==> src/rtl/sprite_motion_unit_if.sv <==
// Bundles the sprite motion unit's video-timing input, keycode input and the
// outputs that go to the colour mapper.
interface sprite_motion_unit_if #(
  parameter int COORD_W  = 11,
  parameter int NUM_KEYS = 2,
  parameter int ANIM_W   = 2
);
  logic                    vsync;
  logic [8*NUM_KEYS-1:0]   Keycode;
  logic [COORD_W-1:0]      sprite_x;
  logic [COORD_W-1:0]      sprite_y;
  logic [3:0]              motion;
  logic [ANIM_W-1:0]       anim_frame;
  logic                    frame_tick;

  // Side that supplies sync and keycodes and consumes sprite state.
  modport master (
    output vsync, Keycode,
    input  sprite_x, sprite_y, motion, anim_frame, frame_tick
  );

  // The sprite motion unit itself.
  modport slave (
    input  vsync, Keycode,
    output sprite_x, sprite_y, motion, anim_frame, frame_tick
  );
endinterface

==> src/rtl/sprite_motion_unit.sv <==
// Sprite motion unit: synchronises VGA vsync into the system clock, divides
// frames down to position updates, decodes HID keycodes into a direction and
// moves the sprite by STEP pixels inside a clamped bounding box.
module sprite_motion_unit #(
  parameter int COORD_W     = 11,
  parameter int NUM_KEYS    = 2,
  parameter int FRAME_DIV   = 4,
  parameter int STEP        = 2,
  parameter int X_MIN       = 0,
  parameter int X_MAX       = 608,
  parameter int Y_MIN       = 0,
  parameter int Y_MAX       = 448,
  parameter int X_INIT      = 320,
  parameter int Y_INIT      = 240,
  parameter int ANIM_FRAMES = 4,
  parameter int ANIM_W      = 2
) (
  input logic                Clk,
  input logic                Reset_n,
  sprite_motion_unit_if.slave bus
);

  localparam int DIV_W = (FRAME_DIV > 1) ? $clog2(FRAME_DIV) : 1;
  localparam int CW1   = COORD_W + 1;

  localparam logic [DIV_W-1:0]   DIV_LAST  = DIV_W'(FRAME_DIV - 1);
  localparam logic [ANIM_W-1:0]  ANIM_LAST = ANIM_W'(ANIM_FRAMES - 1);

  // Extended-width constants keep the clamp comparisons free of wrap-around.
  localparam logic [CW1-1:0]     STEP_E  = CW1'(STEP);
  localparam logic [CW1-1:0]     X_MIN_E = CW1'(X_MIN);
  localparam logic [CW1-1:0]     X_MAX_E = CW1'(X_MAX);
  localparam logic [CW1-1:0]     Y_MIN_E = CW1'(Y_MIN);
  localparam logic [CW1-1:0]     Y_MAX_E = CW1'(Y_MAX);
  localparam logic [COORD_W-1:0] STEP_C  = COORD_W'(STEP);
  localparam logic [COORD_W-1:0] X_MIN_C = COORD_W'(X_MIN);
  localparam logic [COORD_W-1:0] X_MAX_C = COORD_W'(X_MAX);
  localparam logic [COORD_W-1:0] Y_MIN_C = COORD_W'(Y_MIN);
  localparam logic [COORD_W-1:0] Y_MAX_C = COORD_W'(Y_MAX);
  localparam logic [COORD_W-1:0] X_INIT_C = COORD_W'(X_INIT);
  localparam logic [COORD_W-1:0] Y_INIT_C = COORD_W'(Y_INIT);

  localparam logic [3:0] MOT_IDLE  = 4'd0;
  localparam logic [3:0] MOT_UP    = 4'd1;
  localparam logic [3:0] MOT_LEFT  = 4'd2;
  localparam logic [3:0] MOT_DOWN  = 4'd3;
  localparam logic [3:0] MOT_RIGHT = 4'd4;

  localparam logic [7:0] KEY_W = 8'h1A;
  localparam logic [7:0] KEY_A = 8'h04;
  localparam logic [7:0] KEY_S = 8'h16;
  localparam logic [7:0] KEY_D = 8'h07;

  typedef enum logic [1:0] {WAIT, DECODE, UPDATE} state_t;

  state_t               state_reg;
  logic                 sync1_reg, sync2_reg, prev_reg, tick_reg;
  logic [DIV_W-1:0]     div_reg;
  logic                 update_req;
  logic [3:0]           dir_reg, dec_dir, motion_reg;
  logic [COORD_W-1:0]   x_reg, y_reg, x_next, y_next;
  logic [ANIM_W-1:0]    anim_reg, anim_next;
  logic [CW1-1:0]       x_ext, y_ext, x_sum, y_sum;
  logic [COORD_W-1:0]   x_diff, y_diff;
  logic [NUM_KEYS-1:0][3:0] slot_dir;

  // Two-flop synchroniser plus a previous-value flop; the registered tick
  // fires once on the falling edge. Reset to 1 so release never looks like
  // an edge.
  always_ff @(posedge Clk or negedge Reset_n) begin
    if (!Reset_n) begin
      sync1_reg <= 1'b1;
      sync2_reg <= 1'b1;
      prev_reg  <= 1'b1;
      tick_reg  <= 1'b0;
    end else begin
      sync1_reg <= bus.vsync;
      sync2_reg <= sync1_reg;
      prev_reg  <= sync2_reg;
      tick_reg  <= prev_reg & ~sync2_reg;
    end
  end

  // Frame divider: counts ticks and wraps on the tick that requests an update.
  always_ff @(posedge Clk or negedge Reset_n) begin
    if (!Reset_n) begin
      div_reg <= '0;
    end else if (tick_reg) begin
      div_reg <= (div_reg == DIV_LAST) ? '0 : div_reg + 1'b1;
    end
  end

  assign update_req = tick_reg && (div_reg == DIV_LAST);

  // Each keycode slot maps independently to a direction code.
  for (genvar gi = 0; gi < NUM_KEYS; gi++) begin : g_slot
    logic [7:0] key;
    assign key = bus.Keycode[8*gi +: 8];
    assign slot_dir[gi] = (key == KEY_W) ? MOT_UP    :
                          (key == KEY_A) ? MOT_LEFT  :
                          (key == KEY_S) ? MOT_DOWN  :
                          (key == KEY_D) ? MOT_RIGHT : MOT_IDLE;
  end

  // Lowest-numbered matching slot wins: scan downward so it is applied last.
  always_comb begin
    dec_dir = MOT_IDLE;
    for (int i = NUM_KEYS - 1; i >= 0; i--) begin
      if (slot_dir[i] != MOT_IDLE) dec_dir = slot_dir[i];
    end
  end

  assign x_ext  = {1'b0, x_reg};
  assign y_ext  = {1'b0, y_reg};
  assign x_sum  = x_ext + STEP_E;
  assign y_sum  = y_ext + STEP_E;
  assign x_diff = x_reg - STEP_C;
  assign y_diff = y_reg - STEP_C;

  // Clamped next position and next animation frame for the latched direction.
  always_comb begin
    x_next = x_reg;
    y_next = y_reg;
    case (dir_reg)
      MOT_UP:    y_next = (y_ext < Y_MIN_E + STEP_E) ? Y_MIN_C : y_diff;
      MOT_DOWN:  y_next = (y_sum > Y_MAX_E) ? Y_MAX_C : y_sum[COORD_W-1:0];
      MOT_LEFT:  x_next = (x_ext < X_MIN_E + STEP_E) ? X_MIN_C : x_diff;
      MOT_RIGHT: x_next = (x_sum > X_MAX_E) ? X_MAX_C : x_sum[COORD_W-1:0];
      default:   ;
    endcase
    if (dir_reg == MOT_IDLE)        anim_next = '0;
    else if (anim_reg == ANIM_LAST) anim_next = '0;
    else                            anim_next = anim_reg + 1'b1;
  end

  // Update sequencer: latch the direction once, then commit all outputs together.
  always_ff @(posedge Clk or negedge Reset_n) begin
    if (!Reset_n) begin
      state_reg  <= WAIT;
      dir_reg    <= MOT_IDLE;
      x_reg      <= X_INIT_C;
      y_reg      <= Y_INIT_C;
      motion_reg <= MOT_IDLE;
      anim_reg   <= '0;
    end else begin
      case (state_reg)
        WAIT: begin
          if (update_req) state_reg <= DECODE;
        end
        DECODE: begin
          dir_reg   <= dec_dir;
          state_reg <= UPDATE;
        end
        UPDATE: begin
          x_reg      <= x_next;
          y_reg      <= y_next;
          motion_reg <= dir_reg;
          anim_reg   <= anim_next;
          state_reg  <= WAIT;
        end
        default: state_reg <= WAIT;
      endcase
    end
  end

  assign bus.sprite_x   = x_reg;
  assign bus.sprite_y   = y_reg;
  assign bus.motion     = motion_reg;
  assign bus.anim_frame = anim_reg;
  assign bus.frame_tick = tick_reg;

endmodule

==> src/flat_wrapper.sv <==
// flat-port wrapper written by rule: the top's interface ports become plain ports
module sprite_motion_unit_flat 
#(
  parameter int COORD_W     = 11,
  parameter int NUM_KEYS    = 2,
  parameter int FRAME_DIV   = 4,
  parameter int STEP        = 2,
  parameter int X_MIN       = 0,
  parameter int X_MAX       = 608,
  parameter int Y_MIN       = 0,
  parameter int Y_MAX       = 448,
  parameter int X_INIT      = 320,
  parameter int Y_INIT      = 240,
  parameter int ANIM_FRAMES = 4,
  parameter int ANIM_W      = 2
)
  (Clk, Reset_n, bus_vsync, bus_Keycode, bus_sprite_x, bus_sprite_y, bus_motion, bus_anim_frame, bus_frame_tick);
  sprite_motion_unit_if #(.COORD_W(COORD_W), .NUM_KEYS(NUM_KEYS), .ANIM_W(ANIM_W)) bus_i ();
  input logic Clk;
  input logic Reset_n;
  input wire logic [$bits(bus_i.vsync)-1:0] bus_vsync;
  input wire logic [$bits(bus_i.Keycode)-1:0] bus_Keycode;
  output wire logic [$bits(bus_i.sprite_x)-1:0] bus_sprite_x;
  output wire logic [$bits(bus_i.sprite_y)-1:0] bus_sprite_y;
  output wire logic [$bits(bus_i.motion)-1:0] bus_motion;
  output wire logic [$bits(bus_i.anim_frame)-1:0] bus_anim_frame;
  output wire logic [$bits(bus_i.frame_tick)-1:0] bus_frame_tick;
  assign bus_i.vsync = bus_vsync;
  assign bus_i.Keycode = bus_Keycode;
  assign bus_sprite_x = bus_i.sprite_x;
  assign bus_sprite_y = bus_i.sprite_y;
  assign bus_motion = bus_i.motion;
  assign bus_anim_frame = bus_i.anim_frame;
  assign bus_frame_tick = bus_i.frame_tick;
  sprite_motion_unit #(.COORD_W(COORD_W), .NUM_KEYS(NUM_KEYS), .FRAME_DIV(FRAME_DIV), .STEP(STEP), .X_MIN(X_MIN), .X_MAX(X_MAX), .Y_MIN(Y_MIN), .Y_MAX(Y_MAX), .X_INIT(X_INIT), .Y_INIT(Y_INIT), .ANIM_FRAMES(ANIM_FRAMES), .ANIM_W(ANIM_W)) u_core (.Clk(Clk), .Reset_n(Reset_n), .bus(bus_i));
endmodule
==> config.mk <==
export PLATFORM = sky130hd
export DESIGN_NAME = sprite_motion_unit_flat
export DESIGN_NICKNAME = d
export VERILOG_FILES = /design/src/rtl/sprite_motion_unit_if.sv /design/src/rtl/sprite_motion_unit.sv /design/src/flat_wrapper.sv
export SDC_FILE = /design/constraint.sdc
export NUM_CORES = 1
export LEC_CHECK = 0
export ABC_AREA = 1
export CAP_MARGIN = 30
export CORE_UTILIZATION = 53
export DETAILED_ROUTE_END_ITERATION = 16
export GPL_TIMING_DRIVEN = 0
export PLACE_DENSITY = 0.8
export SYNTH_ARGS = -nofsm -noshare
export SYNTH_HDL_FRONTEND = slang
export SYNTH_SLANG_ARGS = --single-unit
==> constraint.sdc <==
create_clock -name Clk -period 2 [get_ports Clk]
set_input_delay 0.2 -clock Clk [delete_from_list [all_inputs] [get_ports Clk]]
set_output_delay 0.2 -clock Clk [all_outputs]
set_load 0.05 [all_outputs]
# ---- Word level (Yosys, flattened, before mapping)
# Index checks and enable logic that the tools add are counted.
dict set report totals {
  reg_bits 40
  latchBits 0
  mem_bits_rw 0
  romBits 0
  in_bits 19
  memories 0
}
dict set report classes {
  addsub 6
  multipliers 0
  div 0
  order_cmp 4
  n_eq_ne 17
  shift 0
  mux 21
  bitwise_logic 2
  reduce_logical 9
}
# operator count
set op_table {}
lappend op_table {{2-to-1 mux 11 bit} 4}
lappend op_table {{case mux 11 bit (2 select lines)} 2}
lappend op_table {{equality test 8 x 3 -> 1 bit (second input constant)} 4}
lappend op_table {{equality test 8 x 5 -> 1 bit (second input constant)} 4}
lappend op_table {{2-to-1 mux 4 bit} 8}
lappend op_table {{adder 11 x 2 -> 12 bit (second input constant)} 2}
lappend op_table {{less-than comparator 11 x 2 -> 1 bit (second input constant)} 2}
lappend op_table {{subtractor 11 x 2 -> 11 bit (second input constant)} 2}
lappend op_table {{> comparator 12 x 10 -> 1 bit (second input constant)} 1}
lappend op_table {{> comparator 12 x 9 -> 1 bit (second input constant)} 1}
lappend op_table {{equality test 4 x 2 -> 1 bit (second input constant)} 2}
lappend op_table {{2-to-1 mux 2 bit} 4}
lappend op_table {{nonzero test 4 bit} 2}
lappend op_table {{equality test 2 bit (second input constant)} 3}
lappend op_table {{2-to-1 mux 3 bit} 2}
lappend op_table {{adder 2 x 1 -> 2 bit (second input constant)} 2}
lappend op_table {{equality test 4 x 1 -> 1 bit (second input constant)} 1}
lappend op_table {{equality test 4 x 3 -> 1 bit (second input constant)} 1}
lappend op_table {{zero test 4 bit} 1}
lappend op_table {{case mux 2 bit (2 select lines)} 1}
lappend op_table {{AND reduction 2 bit} 2}
lappend op_table {{nonzero test 2 bit} 2}
lappend op_table {{equality test 2 x 1 -> 1 bit (second input constant)} 1}
lappend op_table {{zero test 2 bit} 1}
lappend op_table {{4 further kinds} 4}

# ---- Longest topological paths before layout
dict set report depth {
  ltp_word 8
  mapped_depth 13
}

# ---- Worst setup path after synthesis
# No wires, ideal clock.
dict set report synth_path {
  path_kind {register to register}
  start {reg u_core.x_reg[1] (netlist: u_core.bus.sprite_x[1])}
  end {reg u_core.x_reg[5] (netlist: u_core.bus.sprite_x[5])}
  setup_ns 0.123
  arrival_ns 1.837
  required_time_ns 1.877
  setup_slack_ns 0.040
  path_stages_with_launch 13
  path_buffers 0
  period_less_slack_ns 1.960
  path_cell_list {dfrtp_1 inv_1 ha_1 inv_1 nand2_1 nor2_1 nand3_1 nand3_1 nand2_1 nand2_2 nand2_1 nand2_1 a21oi_1}
}
dict set report synth_between {
  elab_chain_cells 4
  elab_cells_between_ends 7
  classes_between {add/sub (2); order compare (2); mux (3)}
}
# element line
set synth_lines {}
lappend synth_lines {{start: declaration} sprite_motion_unit.sv:61} ;# logic [COORD_W-1:0] x_reg, y_reg, x_next, y_next;
lappend synth_lines {{start signal: assignment} sprite_motion_unit.sv:155} ;# x_reg <= x_next;
lappend synth_lines {{adder 11 x 2 -> 12 bit} sprite_motion_unit.sv:115} ;# assign x_sum = x_ext + STEP_E;
lappend synth_lines {{> comparator 12 x 10 -> 1 bit} sprite_motion_unit.sv:128} ;# MOT_RIGHT: x_next = (x_sum > X_MAX_E) ? X_MAX_C : x_sum[COORD_W-1:0];
lappend synth_lines {{2-to-1 mux 11 bit} sprite_motion_unit.sv:128}
lappend synth_lines {{case mux 11 bit (2 select lines) (*)} sprite_motion_unit.sv:124} ;# case (dir_reg)
# Mark *: on every way between the ends. The rest lies on a longest branch, timed or not.
# A chain may end at the register's enable or synchronous reset.

# ---- Final worst setup path
dict set report layout_path {
  start {reg u_core.x_reg[6] (netlist: u_core.bus.sprite_x[6])}
  end {out bus_sprite_x[6]}
}
# element line
set layout_rtl {}
lappend layout_rtl {{end: declaration} flat_wrapper.sv:23} ;# output wire logic [$bits(bus_i.sprite_x)-1:0] bus_sprite_x;
# No word-level cell between the ends.

==> impl_metrics.tcl <==
set metrics [dict create \
    finalPower_mw 5.216 \
    maxSlewViolCount 0 \
    syn_to_final_growth_pct 24.71 \
    fmax_mhz 515.8 \
    port_buffers 44 \
    synth.distinct_cells 34 \
    p_leak_nw 1.600 \
    fin_tns_setup_ns 0 \
    status "complete, but fails checks" \
    ys_ff_latch 36 \
    post-place-ws_ns 0.1058 \
    path_class "reg2out" \
    clock_power_share_pct 13.9 \
    syn-cell-area_sq_um 2679 \
    overflow 0 \
    firstDrtPassIters 5 \
    ant_nets 0 \
    top_level_ports 48 \
    path_buf_inv 1 \
    nNetsFinal 483 \
    first_iter_violations 211 \
    period_minus_slack_ns 1.939 \
    gp_congestion 0.8796 \
    initial_utilization_pct 55.97 \
    die_w_um 73.10 \
    postLayoutCellArea_sq_um 3341 \
    yosysWarnings 0 \
    coreArea_sq_um 4786 \
    routed_wl_um 6183 \
    hold_buffers 0 \
    grt_pass1_wl_um 10470 \
    hold_path_class "in2async" \
    place_area_sq_um 3206 \
    failed_checks "negative hold slack" \
    p_comb_share_pct 59.7 \
    relSlewSlack_pct 47.87 \
    synth.avg_cell_area_sq_um 6.614 \
    dpl.cell_count 518 \
    yosys.cell_count.top_type "nand2_1" \
    viasPerCell 5.194 \
    crit_path_start_kind "register" \
    p_per_area_nw_per_um2 1561 \
    vias 2732 \
    track_usage_pct 25.04 \
    cts_inserted_buffers 5 \
    cts.sinks 36 \
    fin_worst_skew_ns 0.01302 \
    synth_async_sr_flop_share_pct 100.0 \
    critPathCaptureType "output port" \
    netlist_top_cells_count "nand2_1, nor2_1, inv_1, nand3_1, a21oi_1" \
    yosysSeqAreaShare_pct 34.05 \
    critPathArrivalTime_ns 1.74 \
    hpwl_um 4766 \
    yosysTopAreaCellShare_pct 25.22 \
    synth.area.top_cells "dfrtp_1, nand2_1, dfstp_2" \
    whs_ns -0.02323 \
    insertedDiodeCount 0 \
    p_switching_mw 2.712 \
    cp.required_ns 1.80 \
    tightest_slew_ns 0.7820 \
    fin_crit_sh_pct 96.94 \
    htree_num_levels 2 \
    synth_top_area_cell "dfrtp_1" \
    stdcell_count 526 \
    grt_max_degree 37 \
    fp.dieArea_sq_um 5343 \
    grt_pass1_vias 2482 \
    worst_path_dominant_cell_family "buffers and inverters" \
    insertion_delay_ns 0.30 \
    peakVddDrop_mv 0.7002 \
    finalHoldViolations 27 \
    drc 0 \
    crit_slowest_cell "clkdlybuf4s50_1" \
    post-route-util_pct 69.80 \
    ys_dominant_reg_cell "dfrtp_1" \
    antenna_found_initial 0 \
    intPower_mw 2.504 \
    cp_max_fo 7 \
    seqPwrFrac_pct 26.4 \
    fin_ws_ns 0.06113 \
    layout-drive-gt1-share_pct 12.85 \
    setup_violations 0 \
    path_clk_slew_ns 0.08 \
    post_drt_wl_per_cell_um 11.75 \
    clockBufferDepth 2 \
    cts_tree "built" \
    synthCells 405 \
    crit_chain "clkdlybuf4s50_1" \
    max_stage_delay_ns 0.83 \
    fp.dieH_um 73.10 \
    synth_edf_count 0 \
    clockRootBuffer "clkbuf_8" \
    rsz0062_at_grt "false" \
    cap_violations 0 \
    swShare_pct 51.99 \
    rows 25 \
]
==> metal layers <==
layer | part of all wire [%] | vias up | wire (um) | track usage (%)
met3 | 5.8 | 6 | 358 | 5.110
met1 | 46 | 1217 | 2822 | 31.51
met2 | 47 | 109 | 2933 | 42.90
li1 | - | 1400 | - | -
met5 | 0 | - | 0 | 0
met4 | 1.1 | 0 | 68 | 7.843
==> power by group through the flow <==
stage / Sequential, mW / Clock, mW / Combinational, mW
after floorplan: 2.07 / 0 / 1.52
after global placement: 1.37 / 0 / 3.01
after detailed placement: 1.38 / 0 / 3.07
after CTS: 1.37 / 0.734 / 3.09
after global routing: 1.43 / 0.759 / 3.42
final: 1.38 / 0.723 / 3.12
==> cells in the final DEF (no fill, tap or decap), types with 2 or more instances in the layout <==
| cell | netlist | routed |
|---|---|---|
| a21oi_1 | 31 | 31 |
| a21oi_2 | 3 | 3 |
| a22oi_1 | 2 | 2 |
| a31oi_1 | 2 | 2 |
| buf_2 | 2 | 3 |
| buf_4 | 5 | 5 |
| clkbuf_8 | 0 | 7 |
| clkdlybuf4s50_1 | 0 | 43 |
| conb_1 | 1 | 3 |
| dfrtp_1 | 27 | 25 |
| dfrtp_2 | 0 | 2 |
| dfstp_2 | 9 | 9 |
| ha_1 | 6 | 5 |
| inv_1 | 56 | 55 |
| inv_2 | 6 | 7 |
| nand2_1 | 88 | 88 |
| nand2_2 | 6 | 6 |
| nand3_1 | 33 | 33 |
| nand3b_1 | 2 | 2 |
| nand4_1 | 9 | 9 |
| nor2_1 | 62 | 62 |
| nor2_2 | 5 | 5 |
| nor2_4 | 3 | 3 |
| nor3_1 | 5 | 5 |
| nor4_1 | 2 | 2 |
| o21ai_0 | 21 | 21 |
| o21ai_1 | 4 | 3 |
| o21ai_2 | 1 | 2 |
| xor2_1 | 6 | 6 |
==> worst reg2reg max path, stage by stage (launching register included) <==
cell	delay (ns)
dfrtp_1	0.46
inv_2	0.14
ha_2	0.23
nand4_1	0.17
inv_1	0.09
nand2_1	0.05
nand2_1	0.11
nand2_1	0.18
a21oi_1	0.22
a21oi_2	0.07
==> final timing paths <==
path | start | to | slack, ns | cells past startpoint
max in group asynchronous | Reset_n | u_core.bus.sprite_x[2] | 1.47 | 1
setup reg to reg | u_core.bus.sprite_y[1] | u_core.bus.sprite_y[8] | 0.17 | 9
hold reg to reg | u_core.sync1_reg | u_core.sync2_reg | 0.36 | 0
setup / recovery | u_core.bus.sprite_x[6] | bus_sprite_x[6] | 0.06 | 1
hold / removal | Reset_n | u_core.bus.sprite_x[1] | -0.02 | 1
min in group Clk | bus_vsync | u_core.sync1_reg | 0.32 | 1
==> cells by family (layout without fill, tap and decap cells) <==
group / count (synthesis) / after routing / synth area share, %
simple gates: 219 / 219 / 36.48
buf+inv: 70 / 122 / 10.88
compound gates: 66 / 66 / 13.36
flops: 36 / 36 / 34.05
xor+xnor: 7 / 7 / 2.289
fa+ha+maj: 6 / 6 / 2.802
other cells: 1 / 3 / 0.1400
==> timing repair <==
action,4_1_cts,5_1_grt
setup endpoints to repair,0,11
gates resized for setup,0,5
setup buffers,0,0
==> layout make-up <==
cell class	count	area (sq um)
Multi-Input combinational cell	301	1489
Tap cell	67	83.83
Clock inverter	1	30.03
Buffer	8	58.81
Clock buffer	7	96.34
Fill cell	424	1445
Inverter	62	232.7
Timing Repair Buffer	44	435.4
Sequential cell	36	914.6
No activity file was read; power rests on OpenSTA's default activity.
